===== config.mk =====
export PLATFORM = sky130hd
export DESIGN_NAME = barret_2969_sched
export DESIGN_NICKNAME = d
export VERILOG_FILES = /design/src/rtl/barret_pkg.sv /design/src/rtl/barret_for_2969.sv /design/src/rtl/rr_arbiter.sv /design/src/rtl/barret_2969_sched.sv
export SDC_FILE = /design/constraint.sdc
export NUM_CORES = 1
export LEC_CHECK = 0
export ABC_AREA = 1
export ABC_CLOCK_PERIOD_IN_PS = 22100
export CAP_MARGIN = 20
export CORE_MARGIN = 2
export CORE_UTILIZATION = 60
export CTS_CLUSTER_SIZE = 24
export DETAILED_ROUTE_END_ITERATION = 7
export PLACE_DENSITY = 0.87
export SKIP_LAST_GASP = 1
export SYNTH_ARGS = -nofsm -noshare
export SYNTH_HDL_FRONTEND = slang
export SYNTH_SLANG_ARGS = --single-unit

===== constraint.sdc =====
create_clock -name clk -period 22.1 [get_ports clk]
set_clock_uncertainty 0.2 [all_clocks]
set_input_delay 4.42 -clock clk [delete_from_list [all_inputs] [get_ports clk]]
set_output_delay 4.42 -clock clk [all_outputs]
set_load 0.01 [all_outputs]

===== src/rtl/barret_pkg.sv =====
`default_nettype none
// ============================================================================
//  Module      : barret_pkg
//  Description : Shared constants, the clog2 helper and the pipeline stage
//                records for the shared mod-2969 reduction scheduler.
//  Revision    : 1.0 - initial release
// ============================================================================
package barret_pkg;

    // Modulus and the operand/result widths of the reducer.
    localparam int Q        = 2969;
    localparam int DIN_W    = 23;
    localparam int DOUT_W   = 12;

    // The id field is sized for the largest supported requester count (8).
    localparam int MAX_ID_W = 3;

    // Ceiling log2, with a minimum result of 1 so that index ports never
    // collapse to zero width.
    function automatic int clog2(input int value);
        int r;
        r = 1;
        for (int i = 1; i < 31; i++) begin
            if ((1 << r) < value) begin
                r = i + 1;
            end
        end
        return r;
    endfunction

    // S1 record: the operand waiting at the reducer input, plus its origin.
    typedef struct packed {
        logic [MAX_ID_W-1:0] id;
        logic [DIN_W-1:0]    data;
    } s1_rec_t;

    // S2 record: the reduced value presented on the result port.
    typedef struct packed {
        logic [MAX_ID_W-1:0] id;
        logic [DOUT_W-1:0]   data;
    } s2_rec_t;

endpackage
`default_nettype wire


===== src/rtl/barret_for_2969.sv =====
`default_nettype none
// ============================================================================
//  Module      : barret_for_2969
//  Description : Combinational Barrett reduction, dout_r = din_a mod 2969.
//  Ports       : din_a  [22:0] operand (any 23-bit value)
//                dout_r [11:0] operand mod 2969
//  Revision    : 1.0 - initial release
// ============================================================================
module barret_for_2969 (
    input  logic [22:0] din_a,
    output logic [11:0] dout_r
);

    // m = floor(2^24 / 2969). For x < 2^23 the quotient estimate is low by at
    // most one, so the remainder is below 2q and a single conditional
    // subtraction finishes the reduction.
    localparam int c_q = 2969;
    localparam int c_m = 5650;

    logic [35:0] w_prod;
    logic [11:0] w_qe;
    logic [23:0] w_qq;
    logic [23:0] w_diff;
    logic [12:0] w_r;

    assign w_prod = 36'(din_a) * 36'(c_m);
    assign w_qe   = 12'(w_prod >> 24);
    assign w_qq   = 24'(w_qe) * 24'(c_q);
    assign w_diff = {1'b0, din_a} - w_qq;
    assign w_r    = 13'(w_diff);
    assign dout_r = (w_r >= 13'(c_q)) ? 12'(w_r - 13'(c_q)) : 12'(w_r);

endmodule
`default_nettype wire


===== src/rtl/rr_arbiter.sv =====
`default_nettype none
// ============================================================================
//  Module      : rr_arbiter
//  Description : Combinational round-robin arbiter. Picks the first set
//                request scanning upward from the pointer with wrap-around.
//  Ports       : req     [N_REQ-1:0] request vector
//                pointer [ID_W-1:0]  highest-priority index
//                enable              gates the grant strobe
//                grant   [N_REQ-1:0] one-hot grant (zero if none / disabled)
//                index   [ID_W-1:0]  encoded winner (valid when found)
//                found               at least one request is set
//  Revision    : 1.0 - initial release
// ============================================================================
module rr_arbiter
    import barret_pkg::*;
#(
    parameter int N_REQ = 4,
    parameter int ID_W  = clog2(N_REQ)
) (
    input  logic [N_REQ-1:0] req,
    input  logic [ID_W-1:0]  pointer,
    input  logic             enable,
    output logic [N_REQ-1:0] grant,
    output logic [ID_W-1:0]  index,
    output logic             found
);

    logic [ID_W:0]   w_sum;
    logic [ID_W-1:0] w_slot;

    always_comb begin
        grant  = '0;
        index  = '0;
        found  = 1'b0;
        w_sum  = '0;
        w_slot = '0;
        for (int k = 0; k < N_REQ; k++) begin
            // Slot = (pointer + k) mod N_REQ, without a divider.
            w_sum = {1'b0, pointer} + (ID_W+1)'(k);
            if (w_sum >= (ID_W+1)'(N_REQ)) begin
                w_sum = w_sum - (ID_W+1)'(N_REQ);
            end
            w_slot = w_sum[ID_W-1:0];
            if (!found && req[w_slot]) begin
                found = 1'b1;
                index = w_slot;
            end
        end
        grant[index] = found & enable;
    end

endmodule
`default_nettype wire


===== src/rtl/barret_2969_sched.sv =====
`default_nettype none
// ============================================================================
//  Module      : barret_2969_sched
//  Description : Round-robin scheduler sharing one mod-2969 reducer among
//                N_REQ requesters. Two-stage pipeline (operand register,
//                result register) with a valid/ready result port.
//  Ports       : clk, rst_n                 clock, sync active-low reset
//                req_valid [N_REQ-1:0]       per-requester operand valid
//                req_data  [N_REQ*DIN_W-1:0] packed operands
//                req_ready [N_REQ-1:0]       one-hot accept strobe
//                res_valid/res_data/res_id   tagged result
//                res_ready                   downstream accept
//                ops_count [CNT_W-1:0]       saturating delivered count
//  Revision    : 1.0 - initial release
// ============================================================================
module barret_2969_sched
    import barret_pkg::*;
#(
    parameter int N_REQ  = 4,
    parameter int ID_W   = 2,
    parameter int DIN_W  = 23,
    parameter int DOUT_W = 12,
    parameter int CNT_W  = 16
) (
    input  logic                   clk,
    input  logic                   rst_n,
    input  logic [N_REQ-1:0]       req_valid,
    input  logic [N_REQ*DIN_W-1:0] req_data,
    output logic [N_REQ-1:0]       req_ready,
    output logic                   res_valid,
    output logic [DOUT_W-1:0]      res_data,
    output logic [ID_W-1:0]        res_id,
    input  logic                   res_ready,
    output logic [CNT_W-1:0]       ops_count
);

    logic             r_s1_valid;
    s1_rec_t          r_s1;
    logic             r_s2_valid;
    s2_rec_t          r_s2;
    logic [ID_W-1:0]  r_ptr;
    logic [CNT_W-1:0] r_ops;

    logic             w_s2_adv;
    logic             w_s1_adv;
    logic             w_s1_free;
    logic [N_REQ-1:0] w_grant;
    logic [ID_W-1:0]  w_idx;
    logic             w_found;
    logic             w_accept;
    logic [ID_W-1:0]  w_ptr_next;
    logic [11:0]      w_red;
    logic [DIN_W-1:0] w_operand [N_REQ];

    generate
        for (genvar g = 0; g < N_REQ; g++) begin : g_unpack
            assign w_operand[g] = req_data[g*DIN_W +: DIN_W];
        end
    endgenerate

    assign w_s2_adv  = !r_s2_valid || res_ready;
    assign w_s1_adv  = r_s1_valid && w_s2_adv;
    assign w_s1_free = !r_s1_valid || w_s2_adv;

    rr_arbiter #(
        .N_REQ (N_REQ),
        .ID_W  (ID_W)
    ) u_arb (
        .req     (req_valid),
        .pointer (r_ptr),
        .enable  (w_s1_free),
        .grant   (w_grant),
        .index   (w_idx),
        .found   (w_found)
    );

    // Ready is forced low while reset is held so nothing looks accepted.
    assign req_ready  = rst_n ? w_grant : '0;
    assign w_accept   = rst_n && w_found && w_s1_free;
    assign w_ptr_next = (w_idx == ID_W'(N_REQ-1)) ? '0 : w_idx + ID_W'(1);

    barret_for_2969 u_red (
        .din_a  (r_s1.data),
        .dout_r (w_red)
    );

    always_ff @(posedge clk) begin
        if (!rst_n) begin
            r_s1_valid <= 1'b0;
            r_s1       <= '0;
            r_s2_valid <= 1'b0;
            r_s2       <= '0;
            r_ptr      <= '0;
            r_ops      <= '0;
        end else begin
            // A new accept overrides the clear, keeping S1 full for
            // back-to-back operation.
            if (w_accept) begin
                r_s1_valid <= 1'b1;
                r_s1.id    <= MAX_ID_W'(w_idx);
                r_s1.data  <= w_operand[w_idx];
                r_ptr      <= w_ptr_next;
            end else if (w_s1_adv) begin
                r_s1_valid <= 1'b0;
            end

            // Payload only moves with a valid operand so an idle result
            // port keeps its last value.
            if (w_s2_adv) begin
                r_s2_valid <= r_s1_valid;
                if (r_s1_valid) begin
                    r_s2.data <= w_red;
                    r_s2.id   <= r_s1.id;
                end
            end

            if (r_s2_valid && res_ready && (r_ops != '1)) begin
                r_ops <= r_ops + CNT_W'(1);
            end
        end
    end

    assign res_valid = r_s2_valid;
    assign res_data  = DOUT_W'(r_s2.data);
    assign res_id    = ID_W'(r_s2.id);
    assign ops_count = r_ops;

endmodule
`default_nettype wire


==> results_dict.tcl <==
set metrics [dict create \
    tns_ns 0 \
    die-height_um 130 \
    gp_congestion 0.889 \
    yosys_warnings 0 \
    clock_latency_ns 0.34 \
    max_slew_margin 0.440 \
    syn-num-nets 1658 \
    critPathKind "in2out" \
    post_cts_resized 0 \
    worst_pin_slew_ns 0.839 \
    hold_viol_final 0 \
    io_buffer_count 133 \
    fin_crit_ns 12.25 \
    start_util 0.606 \
    cts_buffers 9 \
    cts-hold-fix-buffers 0 \
    ant_nets 0 \
    fin_crit_sh 0.554 \
    viasPerCell 5.41 \
    antenna_found_initial 0 \
    hold_path_class "reg2reg" \
    clk_pin_slew_ns 0.06 \
    drive_gt1_frac 0.0535 \
    io_pins 134 \
    synth_common_cells "250 x inv_1, 241 x nand2_1, 165 x ha_1" \
    vias 8951 \
    synthToLayoutAreaGrowth_pct 18.6 \
    crit_fanout 51 \
    wl_per_cell_um 14.8 \
    setup_ws_ns 9.85 \
    fmax_mhz 81.6 \
    postSynthAreaPerCell_sq_um 7.22 \
    drt_drc_violations_left 0 \
    num_antenna_cells 0 \
    grt_pass1_vias 8950 \
    post-route-util 0.718 \
    cts_root_buf "clkbuf_16" \
    h-tree-depth 3 \
    yosysSeqAreaShare 0.124 \
    synth_area_leaders "ha_1 22%, fa_1 16%, dfxtp_1 12%" \
    worst_setup_path_end_kind "output port" \
    crit_path_start_kind "input port" \
    setup_viol 0 \
    tritoncts "done" \
    crit_arrival_ns 7.63 \
    ys_types 50 \
    drt_wl_total_mm 24.5 \
    netlist_area_sq_um 9520 \
    overflow 0 \
    worstPathRequired_ns 17.48 \
    grt_pass1_wl_mm 40.8 \
    cts_num_sinks 59 \
    synth_enable_flop_cells 0 \
    dr.pass1.iters 5 \
    rsz0062_at_grt "false" \
    cts_max_path_buffers 2 \
    dp_hpwl_mm 19.9 \
    die_area_sq_um 16900 \
    yosysMostFrequentCell "inv_1" \
    slew_violations 0 \
    post-cts-setup-buffers 0 \
    drt_iter0_drc 511 \
    core_area_sq_um 15700 \
    whs_ns 0.273 \
    die_x_um 130 \
    grtUsageTotal 0.301 \
    syn_inst 1319 \
    synthArstFlopShare 0 \
    yosys.area.top_type_share 0.217 \
    cap_violations 0 \
    grt_max_degree 52 \
    status "finished clean" \
    yosysTopAreaCell "ha_1" \
    yosys_most_used_dff "dfxtp_1" \
    pre_cts_slack_ns 9.88 \
    synth_seq_cells 59 \
    fin_nets 1775 \
    rows 46 \
]
-- cells by family (layout without fill, tap and decap cells) --
kind of cell / Yosys count / after routing / share of synthesized area
multiplexers: 1 / 1 / 0.00105
AND/OR/NAND/NOR: 505 / 505 / 0.232
flip-flops: 59 / 59 / 0.124
AO/OA/AOI/OAI: 184 / 184 / 0.112
adder cells (fa/ha/maj): 240 / 240 / 0.375
buffers and inverters: 293 / 414 / 0.122
XOR/XNOR: 37 / 37 / 0.0340
-- cell type report --
cell class	count	area, sq um
clock buffer	10	239
sequential	59	1180
timing repair buffer	136	1350
fill	1186	4430
clock inverter	5	77.6
tap	216	270
multi-input combinational	967	7180
inverter	263	987
-- through the flow --
stage / instance area (sq um) / std cells
2_1_floorplan: 9520 / 1319
3_3_place_gp: 11000 / 1641
3_5_place_dp: 11000 / 1641
4_1_cts: 11300 / 1656
5_1_grt: 11300 / 1656
6_report: 11300 / 1656
-- flip-flops by register name, indices dropped and copies added (netlist names) --
name / count
res_id: 2
res_valid: 1
r_ptr: 2
r_s1: 25
r_s1_valid: 1
res_data: 12
ops_count: 16
-- critical path, cell delays in order --
cell	delay (ns)
clkdlybuf4s50_1	0.42
or2_1	0.23
o21ai_2	0.06
inv_2	0.04
o21ai_1	0.17
inv_2	0.08
nor3_4	0.21
o21ai_2	0.09
nand2_1	0.08
nand2_2	0.04
buf_4	0.26
inv_2	0.55
ha_1	0.26
inv_1	0.05
nor2_1	0.10
clkdlybuf4s50_1	0.54
-- routing by layer --
metal	up-vias	part of all wire	global-route usage
met3	54	0.059	0.0488
met4	0	0.025	0.0942
met1	4168	0.43	0.382
met5	-	0	0
met2	313	0.48	0.527
li1	4416	-	-
-- final timing paths --
| path | startpoint | end | slack (ns) | cells after the start |
|---|---|---|---|---|
| worst max-delay path | req_valid[0] | req_ready[3] | 9.85 | 16 |
| worst min-delay path | res_data[11]$_SDFFE_PN0P_ | res_data[11]$_SDFFE_PN0P_ | 0.27 | 2 |
| worst max register to register | r_s1[12]$_SDFFE_PN0P_ | res_data[6]$_SDFFE_PN0P_ | 12.64 | 35 |
| worst min register to register | res_data[11]$_SDFFE_PN0P_ | res_data[11]$_SDFFE_PN0P_ | 0.27 | 2 |
-- cell usage in the layout (no fill, tap or decap), types with 12 or more instances in the layout --
| cell type | netlist | routed |
|---|---|---|
| fa_1 | 75 | 75 |
| o21ai_0 | 63 | 63 |
| nand2_2 | 23 | 23 |
| a21oi_1 | 56 | 56 |
| nor2_1 | 131 | 131 |
| nand2_1 | 241 | 241 |
| o21ai_1 | 13 | 13 |
| dfxtp_1 | 59 | 59 |
| o22ai_1 | 12 | 12 |
| clkdlybuf4s50_1 | 0 | 133 |
| xor2_1 | 26 | 26 |
| ha_1 | 165 | 165 |
| nand3_1 | 54 | 54 |
| inv_1 | 250 | 250 |
Power is not shown: default switching activity piles up to over one toggle a cycle in this logic, so the estimate is an artifact.
